<file path="src/rtl/dds_pkg.sv">
// Shared DDS/DAC definitions: frame width, default DAC command and SPI transmitter states.
// Macro DAC_LDAC_EN adds the LDAC strobe state to the state set.
package dds_pkg;

  localparam int FRAME_BITS = 16;
  localparam logic [3:0] DAC_CMD = 4'b0011;

`ifdef DAC_LDAC_EN
  typedef enum logic [1:0] {
    IDLE  = 2'd0,
    SHIFT = 2'd1,
    GAP   = 2'd2,
    LDAC  = 2'd3
  } dac_state_e;
`else
  typedef enum logic [1:0] {
    IDLE  = 2'd0,
    SHIFT = 2'd1,
    GAP   = 2'd2
  } dac_state_e;
`endif

  function automatic logic [FRAME_BITS-1:0] dac_frame(input logic [3:0] cmd, input logic [11:0] smp);
    return {cmd, smp};
  endfunction

endpackage

</file>
<file path="src/rtl/sclk_div.sv">
// SCLK half-period tick generator: while enabled, pulses tick once every CLK_DIV clk cycles.
module sclk_div #(
  parameter int CLK_DIV = 2
) (
  input  logic clk,
  input  logic rst_n,
  input  logic enable,
  output logic tick
);

  localparam int CW = $clog2(CLK_DIV + 1);
  localparam logic [CW-1:0] LAST = CW'(CLK_DIV - 1);

  logic [CW-1:0] cnt_r;

  // Half-period counter; held at zero while disabled so each frame starts phase-aligned.
  always_ff @(posedge clk or negedge rst_n) begin
    if (!rst_n) begin
      cnt_r <= '0;
    end else if (!enable) begin
      cnt_r <= '0;
    end else if (cnt_r == LAST) begin
      cnt_r <= '0;
    end else begin
      cnt_r <= cnt_r + CW'(1);
    end
  end

  assign tick = enable && (cnt_r == LAST);

endmodule

</file>
<file path="src/rtl/dac_spi_tx.sv">
// SPI mode-0 transmitter for a 16-bit {CMD, sample} DAC frame, with optional LDAC strobe.
// Macro DAC_LDAC_EN: defined adds the LDAC state; undefined ties dac_ldac_n low.
module dac_spi_tx
  import dds_pkg::*;
#(
  parameter int         M       = 12,
  parameter logic [3:0] CMD     = DAC_CMD,
  parameter int         CLK_DIV = 2
) (
  input  logic         clk,
  input  logic         rst_n,
  input  logic [M-1:0] sample,
  input  logic         sample_valid,
  output logic         sample_ready,
  output logic         dac_cs_n,
  output logic         dac_sclk,
  output logic         dac_mosi,
  output logic         dac_ldac_n,
  output logic         frame_done
);

  dac_state_e state_r, state_s;
  logic [4:0] hp_cnt_r, hp_cnt_s;
  logic [FRAME_BITS-1:0] shreg_r, shreg_s;
  logic cs_n_r, cs_n_s;
  logic sclk_r, sclk_s;
  logic mosi_r, mosi_s;
  logic done_r, done_s;
  logic ready_r, ready_s;
  logic tick_s;
  logic [FRAME_BITS-1:0] frame_s;
`ifdef DAC_LDAC_EN
  logic ldac_n_r, ldac_n_s;
`endif

  sclk_div #(.CLK_DIV(CLK_DIV)) u_sclk_div (
    .clk    (clk),
    .rst_n  (rst_n),
    .enable (state_r != IDLE),
    .tick   (tick_s)
  );

  assign frame_s = dac_frame(CMD, sample);

  // Next-state and next-output logic; every state transition lands on a half-period tick.
  always_comb begin
    state_s  = state_r;
    hp_cnt_s = hp_cnt_r;
    shreg_s  = shreg_r;
    cs_n_s   = cs_n_r;
    sclk_s   = sclk_r;
    mosi_s   = mosi_r;
    done_s   = 1'b0;
    ready_s  = ready_r;
`ifdef DAC_LDAC_EN
    ldac_n_s = ldac_n_r;
`endif
    case (state_r)
      IDLE: begin
        if (sample_valid && ready_r) begin
          state_s  = SHIFT;
          shreg_s  = frame_s;
          hp_cnt_s = 5'd0;
          cs_n_s   = 1'b0;
          sclk_s   = 1'b0;
          mosi_s   = frame_s[FRAME_BITS-1];
          ready_s  = 1'b0;
        end else begin
          ready_s  = 1'b1;
        end
      end
      SHIFT: begin
        if (tick_s) begin
          if (hp_cnt_r == 5'd31) begin
            state_s  = GAP;
            hp_cnt_s = 5'd0;
            cs_n_s   = 1'b1;
            sclk_s   = 1'b0;
            mosi_s   = 1'b0;
          end else begin
            hp_cnt_s = hp_cnt_r + 5'd1;
            sclk_s   = ~sclk_r;
            // Data advances only on the falling SCLK edge.
            if (sclk_r) begin
              shreg_s = shreg_r << 1;
              mosi_s  = shreg_r[FRAME_BITS-2];
            end else begin
              shreg_s = shreg_r;
            end
          end
        end else begin
          hp_cnt_s = hp_cnt_r;
        end
      end
      GAP: begin
        if (tick_s) begin
`ifdef DAC_LDAC_EN
          state_s  = LDAC;
          ldac_n_s = 1'b0;
`else
          state_s  = IDLE;
          done_s   = 1'b1;
          ready_s  = 1'b1;
`endif
        end else begin
          state_s  = GAP;
        end
      end
`ifdef DAC_LDAC_EN
      LDAC: begin
        if (tick_s) begin
          state_s  = IDLE;
          ldac_n_s = 1'b1;
          done_s   = 1'b1;
          ready_s  = 1'b1;
        end else begin
          state_s  = LDAC;
        end
      end
`endif
      default: begin
        state_s  = IDLE;
        hp_cnt_s = 5'd0;
        cs_n_s   = 1'b1;
        sclk_s   = 1'b0;
        mosi_s   = 1'b0;
        ready_s  = 1'b1;
`ifdef DAC_LDAC_EN
        ldac_n_s = 1'b1;
`endif
      end
    endcase
  end

  // State and output registers; reset drops the bus to idle immediately.
  always_ff @(posedge clk or negedge rst_n) begin
    if (!rst_n) begin
      state_r  <= IDLE;
      hp_cnt_r <= 5'd0;
      shreg_r  <= '0;
      cs_n_r   <= 1'b1;
      sclk_r   <= 1'b0;
      mosi_r   <= 1'b0;
      done_r   <= 1'b0;
      ready_r  <= 1'b1;
`ifdef DAC_LDAC_EN
      ldac_n_r <= 1'b1;
`endif
    end else begin
      state_r  <= state_s;
      hp_cnt_r <= hp_cnt_s;
      shreg_r  <= shreg_s;
      cs_n_r   <= cs_n_s;
      sclk_r   <= sclk_s;
      mosi_r   <= mosi_s;
      done_r   <= done_s;
      ready_r  <= ready_s;
`ifdef DAC_LDAC_EN
      ldac_n_r <= ldac_n_s;
`endif
    end
  end

  assign sample_ready = ready_r;
  assign dac_cs_n     = cs_n_r;
  assign dac_sclk     = sclk_r;
  assign dac_mosi     = mosi_r;
  assign frame_done   = done_r;
`ifdef DAC_LDAC_EN
  assign dac_ldac_n   = ldac_n_r;
`else
  assign dac_ldac_n   = 1'b0;
`endif

endmodule

</file>
<file path="config.mk">
export PLATFORM = sky130hd
export DESIGN_NAME = dac_spi_tx
export DESIGN_NICKNAME = d
export VERILOG_FILES = /design/src/rtl/dds_pkg.sv /design/src/rtl/sclk_div.sv /design/src/rtl/dac_spi_tx.sv
export SDC_FILE = /design/constraint.sdc
export NUM_CORES = 1
export LEC_CHECK = 0
export CORE_MARGIN = 1.5
export CORE_UTILIZATION = 58
export DETAILED_ROUTE_END_ITERATION = 10
export PLACE_DENSITY_LB_ADDON = 0.2
export SYNTH_ARGS = -nofsm -noshare
export SYNTH_HDL_FRONTEND = slang
export SYNTH_SLANG_ARGS = --single-unit
</file>
<file path="constraint.sdc">
create_clock -name clk -period 4.25 [get_ports clk]
set_clock_uncertainty 0.1 [all_clocks]
set_input_delay 1.275 -clock clk [delete_from_list [all_inputs] [get_ports clk]]
set_output_delay 1.275 -clock clk [all_outputs]
set_load 0.02 [all_outputs]
</file>
==> results.tsv, run 1 <==
metric	value	unit
Setup crit start	sample_ready	
internal power	805.1	uW
Ant. Diodes	0	
H-tree depth	2	
initial core utilization	61.61	%
post-route ant nets	0	
PD cells	741.1	nW/um^2
WHS	368.4	ps
layout cell share with drive strength beyond 1	23.49	%
ranking of synthesized cells by area	dfrtp_1 (44%), mux2_2 (9.5%), mux2_4 (8.8%)	
Post-CTS Setup Bufs	0	
WL final	2898	um
Multi-input gate area	714.4	sq um
detailed-route wire length per cell	16.19	um
Clock Tree Buf Depth	2	
WL met1	1352	um
R2R Setup Slk	1550	ps
max cap viols	0	
Cells after Synth	130	
CTS resizes	0	
R2R cell count	6	
Slew @ Worst Pin	1161	ps
clk sinks	29	
Max Fanout on Critical Path	5	
detailed placer's ending HPWL	2032	um
# rows	18	
Mapped Area	1540	sq um
HP Class	flip-flop to flip-flop	
Seq/Total Area, Yosys	47.28	%
Worst Path Required	2870	ps
Residual DRC	0	
R2R Path Start	hp_cnt_r[0]	
Mapped Nets	147	
kind of critical path	flip-flop to output port	
Area Growth Syn to Fin	14.22	%
Lkg Pwr	0.0008097	uW
vias	1074	
CP Capture Point	sample_ready	
RR Endpoint	shreg_r[5]	
critical path's slowest cell	clkdlybuf4s50_1	
Seq pwr share	38.1	%
gr usage total	22.67	%
Via density	6.000	
1st-iter DRT viols	22	
Net Sw Frac	38.25	%
Synth Area per Inst	11.85	sq um
max incr delay on CP	610	ps
fmax	348.0	MHz
TritonCTS Buffers	5	
CP arrival	1500	ps
Slew Viols, Final	0	
Die ar.	2974	sq um
worst skew pair latency	340	ps
clock share of power	12.7	%
routed wl met2	1360	um
register area	728.2	sq um
worst relative slew slack	22.43	%
io pins	21	
Final period util	67.62	%
Switch Pwr	498.7	uW
WP depth	1	
fillcell total	183	
grt ovf	0	
Startpoint Class	flip-flop	
family with the most delay on the worst path	buffers and inverters	
PortBufs	19	
combinational share of power	49.2	%
die extent in y	54.53	um
first-pass GRT wire length	4712	um
routed wl met3	136	um
RSZ-0062 raised after global routing	false	
status	finished clean	
Yosys reg bits	29	
CP Capture Type	output port	
core area	2500	sq um
initial antenna violation count	0	
share of the synthesized area in the top cell type	43.87	%
CTS tree	yes	
Synth area leader	dfrtp_1	
CTS hold repair buffers	0	
gpl congestion	0.7559	
Synthesis Warnings	0	
vias in the first global route	1071	
nets	165	
Peak VDD IR	458.5	uV
Tmin final	2874	ps
drt first pass iters	4	
final setup vio count	0	
Setup TNS	0	ps
worst path cell trace	clkdlybuf4s50_1	
Top Layer Used	met4	
CP Buf/Inv Count	1	
largest net degree at the start of global routing	30	
Fin. Hold Viols	0	
Netlist cell types	38	
Root Buffer	clkbuf_4	
hold path startpoint	dac_cs_n	
Die W	54.53	um
clk slew on worst S/H paths	90	ps
==> cell usage in the layout, fill, tap and decap left out, types with 2 or more instances in the layout <==
cell type,count
mux2_2,13
nand2_1,5
and3b_1,3
o22ai_1,2
inv_1,7
a2bb2oi_1,3
nor2b_1,2
nand3_1,3
ha_1,2
o21ai_0,5
clkbuf_4,5
dfrtp_1,27
a21oi_1,4
clkinv_2,2
mux2_4,9
nor2_1,5
nand2b_1,3
mux2i_1,4
dfstp_2,2
o211ai_1,2
nand4_1,2
or3_1,2
clkdlybuf4s50_1,19
a32oi_1,2
nand3b_1,3
==> sequential cells by signal, indices dropped and copies added, names as in the netlist <==
name              count
dac_cs_n              1
dac_mosi              1
dac_sclk              1
frame_done            1
hp_cnt_r              5
sample_ready          1
shreg_r              15
state_r               2
u_sclk_div.cnt_r      2
==> cells in the mapped netlist, drive strengths merged <==
cell type	number
nand3b	3
and2	1
nor2b	2
and3b	3
o22ai	3
or3	2
o21ai	5
o211ai	2
nor3b	1
mux2i	4
nand3	3
dfstp	2
and3	1
a221o	1
dfrtp	27
or3b	1
nor3	1
nand2	5
nand2b	3
conb	1
a32oi	2
nand4	2
mux2	22
inv	7
a31oi	1
a2bb2oi	3
ha	2
nor2	5
a21boi	1
a211oi	1
clkbuf	3
a21oi	4
buf	6
==> worst min-delay path by stage <==
stage          depth (start not counted)  slack, ps             endpoint
3_3_place_gp                           2        350             dac_cs_n
4_1_cts                                2        370             dac_cs_n
6_report                               2        370             dac_cs_n
2_1_floorplan                          1        370  u_sclk_div.cnt_r[0]
3_5_place_dp                           2        360             dac_cs_n
5_1_grt                                2        400             dac_cs_n
==> power by group through the flow <==
stage                     sequential [uW]  combinational, uW  clock [uW]
final                                 497                642         165
after detailed placement              499                643           0
after CTS                             495                644         167
after global routing                  514                700         178
after floorplan                       479                556           0
after global placement                492                616           0
==> per-stage QoR <==
| step | worst slack, ps | total power (uW) | std cells | utilization (%) | cell area, sq um |
|---|---|---|---|---|---|
| 3_5_place_dp | 1182 | 1142 | 171 | 68.17 | 1704 |
| 5_1_grt | 1327 | 1392 | 179 | 70.37 | 1759 |
| 2_1_floorplan | 1914 | 1035 | 130 | - | 1540 |
| 3_3_place_gp | 1208 | 1108 | 171 | 68.17 | 1704 |
| 4_1_cts | 1366 | 1306 | 179 | 70.37 | 1759 |
| 6_report | 1376 | 1304 | 179 | 70.37 | 1759 |
==> worst register-to-register path, cell delays in order, from the launching register on <==
cell	delay, ps
dfrtp_1	430
ha_1	240
and3_1	190
ha_1	210
or3b_1	530
o22ai_4	480
mux2_2	390
==> layout make-up <==
type | count | area share, %
sequential | 29 | 41.39
timing repair buffer | 20 | 11.24
tap | 30 | 2.134
inverter | 7 | 1.494
multi-input combinational | 85 | 40.61
clock buffer | 5 | 2.134
clock inverter | 3 | 0.9957
==> routing by layer <==
layer	vias up	GRT usage (%)
met2	26	36.35
met3	7	6.284
met5	-	0
met1	540	28.87
met4	0	9.167
li1	501	-
==> kinds of logic (layout without fill, tap and decap cells) <==
kind of cell / count (synthesis) / after routing / share of synthesized area (%)
AND/OR/NAND/NOR: 33 / 33 / 12.75
AO/OA/AOI/OAI: 23 / 23 / 10.89
multiplexers: 26 / 26 / 20.88
buffers and inverters: 16 / 35 / 6.337
other: 1 / 1 / 0.2435
adder cells (fa/ha/maj): 2 / 2 / 1.624
flip-flops: 29 / 29 / 47.28
(Power assumes the default switching activity.)
==> run 2: changes to the inputs <==
--- a/config.mk
+++ b/config.mk
@@ -6,7 +6,7 @@
 export NUM_CORES = 1
 export LEC_CHECK = 0
 export CORE_MARGIN = 1.5
-export CORE_UTILIZATION = 58
+export CORE_UTILIZATION = 54
 export DETAILED_ROUTE_END_ITERATION = 10
 export PLACE_DENSITY_LB_ADDON = 0.2
 export SYNTH_ARGS = -nofsm -noshare
==> constraint.sdc (replaced) <==
create_clock -name clk -period 2.7 [get_ports clk]
set_clock_uncertainty 0.1 [all_clocks]
set_input_delay 0.81 -clock clk [delete_from_list [all_inputs] [get_ports clk]]
set_output_delay 0.81 -clock clk [all_outputs]
set_load 0.02 [all_outputs]
==> results.tsv, run 2 (synthesis gave the netlist of run 1 again) <==
metric	value	unit	change
status	finished clean		unchanged
CTS resizes	0		unchanged
WL final	2845	um	was 2898 um
drt first pass iters	4		unchanged
Worst Path Required	2820	ps	was 2870 ps
Via density	5.712		was 6.000
PD cells	1196	nW/um^2	was 741.1 nW/um^2
first-pass GRT wire length	4940	um	was 4712 um
Slew Viols, Final	0		unchanged
clk sinks	29		unchanged
Final period util	92.70	%	
CP Capture Type	flip-flop		was output port
largest net degree at the start of global routing	30		unchanged
most common cell after layout, fill and taps aside	dfrtp_1		unchanged
H-tree depth	2		unchanged
Root Buffer	clkbuf_4		unchanged
placed cell area	1748	sq um	was 1704 sq um
RSZ-0062 raised after global routing	false		unchanged
detailed placer's ending HPWL	2027	um	was 2032 um
io pins	21		unchanged
Most flops, register	shreg_r		unchanged
worst relative slew slack	66.08	%	was 22.43%
biggest regs	shreg_r: 15 flops, hp_cnt_r: 5 flops		unchanged
grt ovf	0		unchanged
gpl congestion	0.7712		was 0.7559
fillcell total	215		was 183
nets	169		was 165
Placed Instances	176		was 171
Setup crit start	hp_cnt_r[0]		was sample_ready
vias in the first global route	1102		was 1071
worst skew pair latency	330	ps	was 340 ps
1st-iter DRT viols	29		was 22
Startpoint Class	flip-flop		unchanged
Clock Tree Buf Depth	2		unchanged
R2R Path Start	hp_cnt_r[0]		unchanged
Residual DRC	0		unchanged
detailed-route wire length per cell	15.46	um	was 16.19 um
kind of critical path	flip-flop to flip-flop		was flip-flop to output port
Fin. Hold Viols	0		unchanged
worst setup margin	197.2	ps	was 1376 ps
Final Cell Area	1818	sq um	was 1759 sq um
most frequent cells in the layout	dfrtp_1 (27), clkdlybuf4s50_1 (19), mux2_2 (13)		unchanged
dpl ws	166.6	ps	was 1182 ps
CP arrival	2620	ps	was 1500 ps
Finished Layout Cells	184		was 179
initial core utilization	56.34	%	was 61.61%
HP Class	flip-flop to flip-flop		unchanged
Peak VDD IR	732.7	uV	was 458.5 uV
vias	1051		was 1074
PortBufs	19		unchanged
initial antenna violation count	0		unchanged
Max Fanout on Critical Path	12		was 5
Setup TNS	0	ps	unchanged
Die ar.	3182	sq um	was 2974 sq um
fmax	399.6	MHz	
Post-CTS Setup Bufs	0		unchanged
Ant. Diodes	0		unchanged
hold path startpoint	dac_cs_n		unchanged
Power Total	2174	uW	was 1304 uW
CTS hold repair buffers	0		unchanged
final setup vio count	0		unchanged
# rows	19		was 18
Area Growth Syn to Fin	18.03	%	was 14.22%
gr usage total	20.78	%	was 22.67%
layout cell share with drive strength beyond 1	25.49	%	was 23.49%
die extent in y	56.41	um	was 54.53 um
post-route ant nets	0		unchanged
max cap viols	0		unchanged
TritonCTS Buffers	5		unchanged
Slew @ Worst Pin	507.8	ps	was 1161 ps
Tmin final	2503	ps	
max reg flops	15		unchanged
Multi-input gate area	714.4	sq um	unchanged
clk slew on worst S/H paths	90	ps	about the same
Die W	56.41	um	was 54.53 um
Lkg Pwr	0.0008414	uW	was 0.0008097 uW
CTS tree	yes		unchanged
core area	2734	sq um	was 2500 sq um
register area	728.2	sq um	unchanged
-- run 2: cell count changes in the layout (fill, tap and decap cells not counted) --
cell / delta
clkinv_2: -1
clkinvlp_4: -1
clkbuf_8: +2
buf_12: +1
buf_4: +3
-- run 2: path summary, 6_finish.rpt --
path / to / slack, ps / cells after the start
setup / recovery: shreg_r[5] / 200 / 7
hold / removal: dac_cs_n / 370 / 2
setup reg to reg: shreg_r[5] / 200 / 7
hold reg to reg: dac_cs_n / 370 / 2
max in group asynchronous: sample_ready / 1440 / 2
min in group asynchronous: shreg_r[6] / 760 / 2
-- run 2: worst max-delay path: stages, from the launching register on --
cell and delay [ps]:
dfrtp_1 420, ha_1 240, and3_1 190, ha_1 210, or3b_1 520, o22ai_4 190, buf_12 180, mux2_2 340
-- run 2: metrics by stage --
stage	hold WS (ps)	util, %
after detailed placement	361.5	63.94
after CTS	376.3	66.50
after global routing	397.8	66.50
final	369.6	66.50
after floorplan	373.5	-
after global placement	353.7	63.94
-- run 2: layout make-up --
type | instances | share of cell area [%]
clock inverters | 1 | 0.2753
multi-input cells | 85 | 39.30
well taps | 31 | 2.134
repair buffers | 24 | 13.21
inverters | 7 | 1.445
flip-flops and latches | 29 | 40.06
clock buffers | 7 | 3.579
-- run 2: layer usage --
| layer | vias up | share of wire [%] | track usage [%] | wire length [um] |
|---|---|---|---|---|
| li1 | 503 | - | - | - |
| met1 | 512 | 48 | 26.48 | 1370 |
| met2 | 32 | 45 | 31.76 | 1282 |
| met3 | 4 | 5.2 | 4.839 | 147 |
| met4 | 0 | 1.5 | 13.27 | 44 |
| met5 | - | 0 | 0 | 0 |
-- run 2: power by group --
group | leakage [uW] | internal (uW) | switching [uW]
Combinational | 0.000440 | 611 | 494
Sequential | 0.000360 | 622 | 144
Clock | 0.0000413 | 151 | 152
Total | 0.000841 | 1380 | 791
==> run 3: changes to the inputs <==
--- a/config.mk
+++ b/config.mk
@@ -7,6 +7,7 @@
 export LEC_CHECK = 0
 export CORE_MARGIN = 1.5
 export CORE_UTILIZATION = 54
+export CTS_CLUSTER_DIAMETER = 80
 export DETAILED_ROUTE_END_ITERATION = 10
 export PLACE_DENSITY_LB_ADDON = 0.2
 export SYNTH_ARGS = -nofsm -noshare
==> results of run 3 <==
Final layout, timing and power as in run 2 (identical DEF).
